$ cat config.mk
export PLATFORM = sky130hd
export DESIGN_NAME = riscv_fetch_queue
export DESIGN_NICKNAME = d
export VERILOG_FILES = /design/src/rtl/riscv_fetch_queue.sv
export SDC_FILE = /design/constraint.sdc
export NUM_CORES = 1
export LEC_CHECK = 0
export CORE_ASPECT_RATIO = 0.9
export CORE_MARGIN = 3
export CORE_UTILIZATION = 49
export DETAILED_ROUTE_END_ITERATION = 12
export PLACE_DENSITY = 0.78
export SYNTH_ARGS = -nofsm -noshare
export SYNTH_HDL_FRONTEND = slang
export SYNTH_SLANG_ARGS = --single-unit
$ cat constraint.sdc
create_clock -name clk -period 5.4 [get_ports clk]
set_input_delay 1.08 -clock clk [delete_from_list [all_inputs] [get_ports clk]]
set_output_delay 1.08 -clock clk [all_outputs]
set_load 0.01 [all_outputs]
$ cat src/rtl/riscv_fetch_queue.sv
// rtl/riscv_fetch_queue.sv - fetch PC, single-outstanding imem request and in-order fetch FIFO.
// Build option IFQ_BYPASS_EN: an acknowledged word reaches decode in the same cycle when the queue is empty.
module riscv_fetch_queue #(
    parameter int              XLEN     = 32,
    parameter int              DEPTH    = 2,
    parameter logic [XLEN-1:0] RESET_PC = '0
) (
    input  logic                    clk,
    input  logic                    rst,
    output logic                    imem_req,
    output logic [XLEN-1:0]         imem_addr,
    input  logic                    imem_ack,
    input  logic [31:0]             imem_rdata,
    input  logic                    redirect_valid,
    input  logic [XLEN-1:0]         redirect_pc,
    output logic                    id_valid,
    input  logic                    id_ready,
    output logic [31:0]             id_instr,
    output logic [XLEN-1:0]         id_pc,
    output logic [$clog2(DEPTH):0]  q_count
);

    localparam int AW = $clog2(DEPTH);
    localparam int CW = AW + 1;

    typedef enum logic {FETCH, DROP} state_t;

    state_t          state, state_nxt;
    logic [XLEN-1:0] fetch_pc, fetch_pc_nxt;
    logic [XLEN-1:0] saved_pc, saved_pc_nxt;
    logic [AW-1:0]   wr_ptr, rd_ptr;
    logic [CW-1:0]   count;
    logic [31:0]     mem_instr [DEPTH];
    logic [XLEN-1:0] mem_pc    [DEPTH];

    logic            q_valid;
    logic            push, pop, flush;
    logic [XLEN-1:0] target;

    assign q_valid  = (count != '0);
    assign target   = redirect_pc & ~XLEN'(3);
    // fetch_pc is left untouched on entry to DROP, so it is still the pending address
    assign imem_addr = fetch_pc;
    assign imem_req  = rst && ((state == DROP) || (count < CW'(DEPTH)));

`ifdef IFQ_BYPASS_EN
    logic byp;
    assign byp      = rst && (state == FETCH) && !q_valid && imem_ack && !redirect_valid;
    assign id_valid = q_valid || byp;
    assign id_instr = q_valid ? mem_instr[rd_ptr] : (byp ? imem_rdata : '0);
    assign id_pc    = q_valid ? mem_pc[rd_ptr]    : (byp ? fetch_pc   : '0);
`else
    assign id_valid = q_valid;
    assign id_instr = q_valid ? mem_instr[rd_ptr] : '0;
    assign id_pc    = q_valid ? mem_pc[rd_ptr]    : '0;
`endif
    assign q_count  = count;

    always_comb begin
        state_nxt    = state;
        fetch_pc_nxt = fetch_pc;
        saved_pc_nxt = saved_pc;
        push         = 1'b0;
        pop          = 1'b0;
        flush        = 1'b0;
        if (redirect_valid) begin
            flush = 1'b1;
            if (state == FETCH) begin
                if (imem_req && !imem_ack) begin
                    saved_pc_nxt = target;
                    state_nxt    = DROP;
                end else begin
                    fetch_pc_nxt = target;
                end
            end else begin
                saved_pc_nxt = target;
                if (imem_ack) begin
                    state_nxt    = FETCH;
                    fetch_pc_nxt = target;
                end
            end
        end else begin
            pop = q_valid && id_ready;
            if (state == FETCH) begin
                if (imem_req && imem_ack) begin
                    push         = 1'b1;
                    fetch_pc_nxt = fetch_pc + XLEN'(4);
                end
            end else if (imem_ack) begin
                state_nxt    = FETCH;
                fetch_pc_nxt = saved_pc;
            end
        end
`ifdef IFQ_BYPASS_EN
        // word consumed directly by decode never occupies a queue slot
        if (byp && id_ready) begin
            push = 1'b0;
        end
`endif
    end

    always_ff @(posedge clk or negedge rst) begin
        if (!rst) begin
            state    <= FETCH;
            fetch_pc <= RESET_PC;
            saved_pc <= RESET_PC;
            wr_ptr   <= '0;
            rd_ptr   <= '0;
            count    <= '0;
        end else begin
            state    <= state_nxt;
            fetch_pc <= fetch_pc_nxt;
            saved_pc <= saved_pc_nxt;
            if (flush) begin
                wr_ptr <= '0;
                rd_ptr <= '0;
                count  <= '0;
            end else begin
                if (push) begin
                    wr_ptr <= wr_ptr + AW'(1);
                end
                if (pop) begin
                    rd_ptr <= rd_ptr + AW'(1);
                end
                count <= count + CW'(push) - CW'(pop);
            end
        end
    end

    always_ff @(posedge clk) begin
        if (push) begin
            mem_instr[wr_ptr] <= imem_rdata;
            mem_pc[wr_ptr]    <= fetch_pc;
        end
    end

endmodule

==> impl_metrics.toml, run 1 <==
[synth]
yosysMostFrequentCell = "edfxtp_1"
synth_xor_area_share_pct = 2.08
synth_common_cells = "124 x edfxtp_1, 96 x nor2_1, 66 x mux2i_1, 65 x dfrtp_1, 31 x mux2_1"
synth_top_family_by_area = "multiplexers"
yosysUniqueCellTypes = 57
synth-edff-count = 124
ys_seq_elements = 189
synth_area_leader_cell = "edfxtp_1"
ys_seq_area_share_pct = 63.4
syn-cell-area_um2 = 8440
synthAdderAreaFrac_pct = 0.445
ys.flop_type = "edfxtp_1"
synth-compound-area-share_pct = 8.05
async_flop_share_pct = 34.4
muxShareOfSynthArea_pct = 12.1
yosysTopAreaCellShare_pct = 44.1
avgSynthCellArea_um2 = 13.2
yosys.area_share.simple_pct = 10.5
synthTopCellsByArea = "edfxtp_1 44%, dfrtp_1 19%, mux2i_1 7.8%, nor2_1 4.3%, mux2_1 4.1%"
ys_warn_count = 0
synthCells = 641

[route]
totalWireLength_um = 19500
dr_total_vias = 5806
drt-pass1-iter-count = 5
routed_wire_length_per_instance_um = 19.3
drt_iter0_drc = 444
avgViaCountPerCell = 5.73
postRouteAntennaNets = 0
drc = 0

[layout]
finalInstanceArea_um2 = 10700
area_growth_pct = 27.4
drive_gt1_share_pct = 7.71
utilization_pct = 65.1
nets = 863
fillers = 1225

[critical_path]
rrSetupSlack_ns = 2.49
cp.depth = 4
ff2ff_path_depth = 5
timing.rr.end = "mem_pc[1][12]$_DFFE_PP_"
worstSetupPathType = "register to primary output"
r2r-start = "state$_DFF_PN0_"
worstPathArrival_ns = 2.72
startpoint_type = "register"
crit_slowest_cell = "nor2_4"
cp.required_ns = 4.32
max_stage_delay_ns = 0.77
startpoint = "q_count[1]$_DFF_PN0_"
critPathBufInv = 2
endpoint = "id_pc[20]"
worst_setup_path_end_kind = "primary output"
path_delay_family = "buffers and inverters"
critical_path.max_fanout = 41
crit_chain = "nor2_4, buf_4, nor2_1, clkdlybuf4s50_1"

[global_route]
grt_pass1_wl_um = 30100
grt_antenna_before_repair = 1
overflow = 0
grt_pass1_vias = 5743
grt_max_degree = 64
grt_use_total_pct = 20.7

[job]
max-cap-violations = 0

[power_and_ir_drop]
power_density_nw_per_um2 = 350
ir_drop_mv = 0.251
p_leak_nw = 3.73

[placed_design]
dpl.hpwl_um = 13100
portBuffers = 162
dpl-instance-area_um2 = 10200
gp_congestion = 0.829

[sta]
fin_crit_ns = 3.80
hold_viol_final = 0
final.setup.tns_ns = 0
worstMarginPinSlew_ns = 1.12
slew_viol_final = 0
max_freq_ghz = 0.263
slew_headroom_pct = 25.7
skew_ns = 0.00603
fin_hold_ws_ns = 0.475
rsz0062_at_grt = "false"
timing.final.crit_share_pct = 70.4
setup_viol = 0

[die]
core_um2 = 16500
initial_core_util_pct = 51.1
die-area_um2 = 18800
rows = 44
die_x_um = 144
die_h_um = 130
num_io_pins = 169

[outcome]
status = "completed"

[clocking]
cts.sink_count = 189
clock_latency_ns = 0.43
htreeDepth = 4
cts_tree = "built"
clockRootBuffer = "clkbuf_16"
numCtsBuffers = 17
cts_setup_buffers = 0
cts-resized-gates = 0
clkTransAtPathRegs_ns = 0.07
clock_path_buffers = 2
ctsHoldBuffers = 0

[min_path]
hold_path_class = "primary input to async pin"
[report_power, final]
part	leakage [nW]	total (mW)	switching (mW)	internal (mW)
logic	1.55	0.714	0.335	0.379
clock network	0.274	1.17	0.536	0.635
registers	1.90	1.87	0.171	1.70
[placed cells by master, fill, tap and decap left out, drive strengths merged, types with 14 or more instances in the layout]
cell type | synthesis | final
nand2 | 25 | 25
mux2i | 66 | 66
mux2 | 32 | 32
nor2 | 97 | 97
clkbuf | 18 | 18
o211ai | 14 | 14
a21oi | 15 | 15
o21ai | 31 | 31
clkdlybuf4s50 | 0 | 161
inv | 12 | 17
dfrtp | 65 | 65
edfxtp | 124 | 124
[stage by stage]
step	cells	setup WS (ns)	total power, mW
floorplan	644	0.530	2.23
global placement	979	1.40	2.58
detailed placement	979	1.37	2.62
CTS	1011	1.56	3.78
global route	1012	1.40	3.92
finish	1013	1.60	3.76
[state kept, by name, summed over array words and instances (netlist names)]
register and flops:
saved_pc 30, state 1, mem_pc 60, q_count 2
mem_instr 64, wr_ptr 1, imem_addr 30, rd_ptr 1
[cell type report]
type / instances / area, µm² / share of cell area (%)
clock buffers: 18 / 429 / 3.99
diodes: 2 / 5.00 / 0.0466
repair buffers: 171 / 1700 / 15.8
well taps: 207 / 259 / 2.41
inverters: 12 / 45.0 / 0.419
flip-flops and latches: 189 / 5350 / 49.8
clock inverters: 14 / 115 / 1.07
multi-input cells: 400 / 2840 / 26.4
[worst min path at each step]
stage | from | to | slack (ns) | cells after the start
after global placement | saved_pc[29]$_DFFE_PN0P_ | imem_addr[29]$_DFFE_PN0P_ | 0.46 | 2
final | rst | imem_addr[12]$_DFFE_PN0P_ | 0.48 | 1
after floorplan | saved_pc[29]$_DFFE_PN0P_ | imem_addr[29]$_DFFE_PN0P_ | 0.45 | 2
after global routing | rst | imem_addr[12]$_DFFE_PN0P_ | 0.46 | 1
after CTS | rst | saved_pc[12]$_DFFE_PN0P_ | 0.46 | 1
after detailed placement | saved_pc[30]$_DFFE_PN0P_ | saved_pc[30]$_DFFE_PN0P_ | 0.48 | 1
[layer usage]
layer  global-route usage [%]  vias to the layer above  wire, µm
met5                        0                        -         0
met4                     6.86                        0       301
met3                     4.84                       24      1320
met2                     34.1                      244      9620
met1                     27.4                     2885      8270
li1                         -                     2653         -
[cell families after synthesis]
family	Yosys count
compound gates	101
mux	98
buf+inv	55
other cells	1
simple gates	174
xor+xnor	20
flops	189
fa+ha+maj	3
Power figures use the tool's default switching activity.
==> inputs of run 2 (changes only) <==
- CORE_UTILIZATION: 49 -> 47
- clock period: 5.4 -> 3.3 ns (I/O delays scaled with it)
==> run 2 against run 1 <==
- setup slack worse by 1.3 ns
- combinational power up 71%
- via count up 1.1%
- clock-buffer cell count unchanged
- non-clock buffer count up 12
- register-to-register slack worse by 1.4 ns
- first-iteration DRC count down 8.3%
- global-route usage down 0.23 points
- sequential power up 63%
- clock power up 59%
- design area up 1.5%
- critical endpoint is now id_instr[17]
==> impl_metrics.toml, run 2 (same netlist as run 1, synthesis figures left out) <==
[clocking]
cts.sink_count = 189
cts_setup_buffers = 0
clock_latency_ns = 0.43
cts-resized-gates = 0
clock_path_buffers = 2
htreeDepth = 4
clockRootBuffer = "clkbuf_16"
numCtsBuffers = 17
cts_tree = "built"
ctsHoldBuffers = 0
clkTransAtPathRegs_ns = 0.07

[job]
max-cap-violations = 0

[route]
dr_total_vias = 5872
drt_iter0_drc = 407
drt-pass1-iter-count = 5
routed_wire_length_per_instance_um = 18.9
totalWireLength_um = 19800
avgViaCountPerCell = 5.59
drc = 0
postRouteAntennaNets = 0

[layout]
largestRegisters = "mem_instr x64, mem_pc x60"
area_growth_pct = 29.2
drive_gt1_share_pct = 8.59
diodes = 0
stdcell_count = 1050
fillers = 1282
final_common_cell = "clkdlybuf4s50_1"
largest_register = "mem_instr"
finalInstanceArea_um2 = 10900
largest_reg_flops = 64
nets = 875
mostFrequentLayoutCells = "161 x clkdlybuf4s50_1, 124 x edfxtp_1, 93 x nor2_1"
utilization_pct = 63.3

[critical_path]
timing.rr.end = "imem_addr[24]$_DFFE_PN0P_"
worstPathArrival_ns = 2.30
startpoint_type = "register"
cp.required_ns = 2.64
worst_setup_path_end_kind = "primary output"
ff2ff_path_depth = 6
worstSetupPathType = "register to primary output"
rrSetupSlack_ns = 1.10
r2r-start = "imem_addr[2]$_DFFE_PN0P_"
critical_path.max_fanout = 22

[power_and_ir_drop]
power_density_nw_per_um2 = 562
p_leak_nw = 3.78
power_frac_comb_pct = 20.0
switchingPower_mw = 1.68
seq_power_share_pct = 49.7
total_power_mw = 6.12
ir_drop_mv = 0.401
power_frac_clock_pct = 30.3
swShare_pct = 27.4
power.internal_mw = 4.45

[global_route]
grt_antenna_before_repair = 0
overflow = 0
grt_max_degree = 64
grt_pass1_wl_um = 31900
grt_use_total_pct = 20.5
grt_pass1_vias = 5967

[sta]
fin_hold_ws_ns = 0.173
timing.final.crit_share_pct = 89.8
worstMarginPinSlew_ns = 0.556
skew_ns = 0.0107
rsz0062_at_grt = "false"
hold_viol_final = 0
fin_crit_ns = 2.96
max_freq_ghz = 0.338
setup_viol = 0
slew_viol_final = 0
final.setup.tns_ns = 0
slew_headroom_pct = 62.9
setup_slack_ns = 0.337

[die]
core_um2 = 17200
num_io_pins = 169
die_x_um = 147
initial_core_util_pct = 49.0
rows = 45
die-area_um2 = 19600
die_h_um = 133

[placed_design]
dpl.cell_count = 1019
gp_congestion = 0.837
dpl.hpwl_um = 13500
portBuffers = 162
pre_cts_ws_ns = 0.614
dpl-instance-area_um2 = 10400

[min_path]
hold_path_class = "primary input to async pin"

[outcome]
status = "completed"
-- run 2: cell count changes in the layout (fill, tap and decap cells not counted) --
cell        previous run  this run
buf_12                 1         5
clkinv_1               2         5
clkinvlp_4             0         4
clkinv_2               5         1
inv_6                  5         1
diode_2                2         0
buf_4                  8        16
-- run 2: power by group through the flow --
stage / sequential [mW] / clock [mW] / combinational, mW
floorplan: 3.03 / 0 / 0.617
CTS: 3.04 / 1.89 / 1.23
detailed placement: 3.09 / 0 / 1.22
global placement: 3.06 / 0 / 1.19
global route: 3.07 / 2.00 / 1.32
finish: 3.04 / 1.86 / 1.22
-- run 2: per-layer routing --
| metal | vias up | global-route usage [%] | wire length [µm] |
|---|---|---|---|
| met1 | 2915 | 27.4 | 8340 |
| met2 | 248 | 33.4 | 9690 |
| li1 | 2677 | - | - |
| met5 | - | 0 | 0 |
| met3 | 32 | 5.24 | 1500 |
| met4 | 0 | 5.90 | 323 |
-- run 2: worst max path at each step --
stage                             startpoint                        end  slack, ns  cells past startpoint
after global placement              imem_ack       q_count[1]$_DFF_PN0_       0.68                      8
after floorplan                     imem_ack  mem_instr[0][0]$_DFFE_PP_      -0.12                      5
after global routing      rd_ptr$_DFFE_PN0P_                id_instr[2]       0.21                      4
final                     rd_ptr$_DFFE_PN0P_               id_instr[17]       0.34                      4
after CTS                 rd_ptr$_DFFE_PN0P_               id_instr[14]       0.31                      4
after detailed placement            imem_ack       q_count[1]$_DFF_PN0_       0.61                      8
-- run 2: final cells by class --
| class | instances | area (µm²) | share of cell area [%] |
|---|---|---|---|
| Clock buffer | 18 | 429 | 3.94 |
| Clock inverter | 13 | 101 | 0.930 |
| Inverter | 12 | 45.0 | 0.413 |
| Multi-Input combinational cell | 400 | 2840 | 26.1 |
| Sequential cell | 189 | 5350 | 49.1 |
| Tap cell | 235 | 294 | 2.70 |
| Timing Repair Buffer | 183 | 1840 | 16.8 |
-- run 2: worst max-delay path: stages (launching register included) --
cell and delay [ns]:
dfrtp_4 0.69, buf_4 0.39, mux2i_1 0.24, nor2_1 0.06
clkdlybuf4s50_1 0.48
==> inputs of run 3 (changes only) <==
- ABC_AREA: default -> 1
- CORE_UTILIZATION: 47 -> 45
- GPL_TIMING_DRIVEN: default -> 0
- PLACE_DENSITY: 0.78 -> 0.75
==> run 3 against run 2 <==
- combinational power is 11% higher
- synthesized area is 2.7% higher
- final cell count is 30% higher
- clock power is 6% higher
- power is 4.8% higher
- utilization is 2.7 points lower
- via count is 19% higher
- sequential share of layout area is 1.7 points lower
- register-to-register slack worse by 0.32 ns
- flip-flop and latch count stayed put
- largest cell class unchanged
- sequential power hardly changed
- critical path type unchanged
- die area is 6.9% higher
==> impl_metrics.toml, run 3 <==
[sta]
slew_headroom_pct = 57.7
timing.final.crit_share_pct = 93.3
skew_ns = 0.0126
max_freq_ghz = 0.325
fin_crit_ns = 3.08
worstMarginPinSlew_ns = 0.635
slew_viol_final = 0
fin_hold_ws_ns = 0.232
rsz0062_at_grt = "false"
setup_slack_ns = 0.219
hold_viol_final = 0
setup_viol = 0

[route]
avgViaCountPerCell = 5.11
drt_iter0_drc = 633
drt-pass1-iter-count = 6
routed_wire_length_per_instance_um = 16.1
postRouteAntennaNets = 0
dr_total_vias = 6971
drc = 0
totalWireLength_um = 22000

[min_path]
hold_path_class = "primary input to async pin"

[synth]
ys_seq_area_share_pct = 61.7
synth-edff-count = 124
yosysTopAreaCellShare_pct = 43.0
async_flop_share_pct = 34.4
synthCells = 922
ys.flop_type = "edfxtp_1"
ys_warn_count = 0
yosysUniqueCellTypes = 34
syn-cell-area_um2 = 8660
yosysMostFrequentCell = "nand2_1"
avgSynthCellArea_um2 = 9.40
synth_common_cells = "336 x nand2_1, 124 x edfxtp_1, 112 x a21oi_1, 65 x dfrtp_1, 62 x inv_1"
synthTopCellsByArea = "edfxtp_1 43%, dfrtp_1 19%, nand2_1 15%, a21oi_1 6.5%, inv_1 2.7%"
ys_seq_elements = 189
synth_area_leader_cell = "edfxtp_1"

[clocking]
numCtsBuffers = 17
cts_setup_buffers = 0
clkTransAtPathRegs_ns = 0.07
cts_tree = "built"
cts.sink_count = 189
clock_path_buffers = 2
clock_latency_ns = 0.43
clockRootBuffer = "clkbuf_16"
htreeDepth = 4

[placed_design]
dpl-instance-area_um2 = 10700
dpl.cell_count = 1335
dpl.hpwl_um = 15800
portBuffers = 161
gp_congestion = 0.875
pre_cts_ws_ns = -0.224

[global_route]
grt_pass1_wl_um = 34800
grt_use_total_pct = 21.2
overflow = 0
grt_pass1_vias = 6568
grt_max_degree = 67
grt_antenna_before_repair = 0

[critical_path]
cp.required_ns = 2.64
ff2ff_path_depth = 5
startpoint_type = "register"
critical_path.max_fanout = 10
worst_setup_path_end_kind = "primary output"
startpoint = "rd_ptr$_DFFE_PN0P_"
r2r-start = "q_count[1]$_DFF_PN0_"
worstSetupPathType = "register to primary output"
crit_slowest_cell = "clkdlybuf4s50_1"
max_stage_delay_ns = 0.57
worstPathArrival_ns = 2.42
crit_chain = "inv_2, clkbuf_1, nand2_1, a21oi_1, clkdlybuf4s50_1"
critPathBufInv = 3
path_delay_family = "buffers and inverters"
rrSetupSlack_ns = 0.78
timing.rr.end = "mem_instr[0][14]$_DFFE_PP_"

[layout]
area_growth_pct = 30.2
stdcell_count = 1365
multi_input_area_um2 = 2900
nets = 1180
final_common_cell = "nand2_1"
diodes = 0
fillers = 1532
largestRegisters = "mem_instr x64, mem_pc x60"
utilization_pct = 60.5
largest_reg_flops = 64
drive_gt1_share_pct = 7.59
mostFrequentLayoutCells = "336 x nand2_1, 160 x clkdlybuf4s50_1, 124 x edfxtp_1"
seqCellArea_um2 = 5350
finalInstanceArea_um2 = 11300
largest_register = "mem_instr"

[power_and_ir_drop]
power.internal_mw = 4.52
switchingPower_mw = 1.90
ir_drop_mv = 0.352
power_density_nw_per_um2 = 569
swShare_pct = 29.6
power_frac_clock_pct = 30.9
p_leak_nw = 4.57
seq_power_share_pct = 47.9
power_frac_comb_pct = 21.2

[die]
die_x_um = 152
die-area_um2 = 21000
die_h_um = 138
initial_core_util_pct = 46.5
core_um2 = 18600
num_io_pins = 169
rows = 47

[job]
max-cap-violations = 0

[outcome]
status = "completed"
## run 3: layer usage
layer	share of wire, %	vias to the layer above	global-route usage (%)
li1	-	3414	-
met1	44	3243	28.6
met2	48	290	35.4
met3	6.7	24	3.99
met4	1.3	0	6.19
met5	0	-	0
## run 3: worst max path at each step
stage / slack, ns / depth (start not counted) / end
3_3_place_gp: -5.61 / 5 / mem_instr[1][16]$_DFFE_PP_
2_1_floorplan: -0.94 / 4 / mem_instr[0][0]$_DFFE_PP_
3_5_place_dp: -0.22 / 7 / mem_instr[0][16]$_DFFE_PP_
4_1_cts: 0.008 / 6 / id_instr[14]
5_1_grt: 0.007 / 5 / id_instr[28]
6_report: 0.22 / 5 / id_instr[28]
## run 3: cell type report
type | instances | area share, %
clock inverter | 13 | 1.25
sequential | 189 | 47.4
multi-input combinational | 624 | 25.7
buffer | 46 | 1.85
timing repair buffer | 165 | 15.1
clock buffer | 18 | 3.80
tap | 245 | 2.72
inverter | 65 | 2.16
## run 3: timing repair
action | CTS | global route
pin swaps | 0 | 0
setup endpoints to repair | 60 | 104
hold buffers | 0 | 0
gates resized for setup | 3 | 6
## run 3: power by group through the flow
| stage | clock (mW) | sequential [mW] | combinational, mW |
|---|---|---|---|
| 2_1_floorplan | 0 | 3.05 | 0.676 |
| 3_3_place_gp | 0 | 3.10 | 1.33 |
| 3_5_place_dp | 0 | 3.10 | 1.36 |
| 4_1_cts | 2.02 | 3.06 | 1.37 |
| 5_1_grt | 2.12 | 3.10 | 1.51 |
| 6_report | 1.98 | 3.07 | 1.36 |
## run 3: stage by stage
step / power (mW) / setup TNS (ns)
6_report: 6.42 / 0
3_3_place_gp: 4.43 / -848.91
2_1_floorplan: 3.73 / -116.94
5_1_grt: 6.73 / 0
3_5_place_dp: 4.46 / -11.19
4_1_cts: 6.45 / 0
## run 3: cells by family (layout without fill, tap and decap cells)
kind of cell / after synthesis / after routing / synth area share (%)
adder cells (fa/ha/maj): 3 / 3 / 0.433
flip-flops: 189 / 189 / 61.7
AND/OR/NAND/NOR: 440 / 440 / 21.6
XOR/XNOR: 7 / 7 / 0.708
other: 1 / 4 / 0.0433
buffers and inverters: 112 / 307 / 5.21
AO/OA/AOI/OAI: 169 / 169 / 10.2
multiplexers: 1 / 1 / 0.130
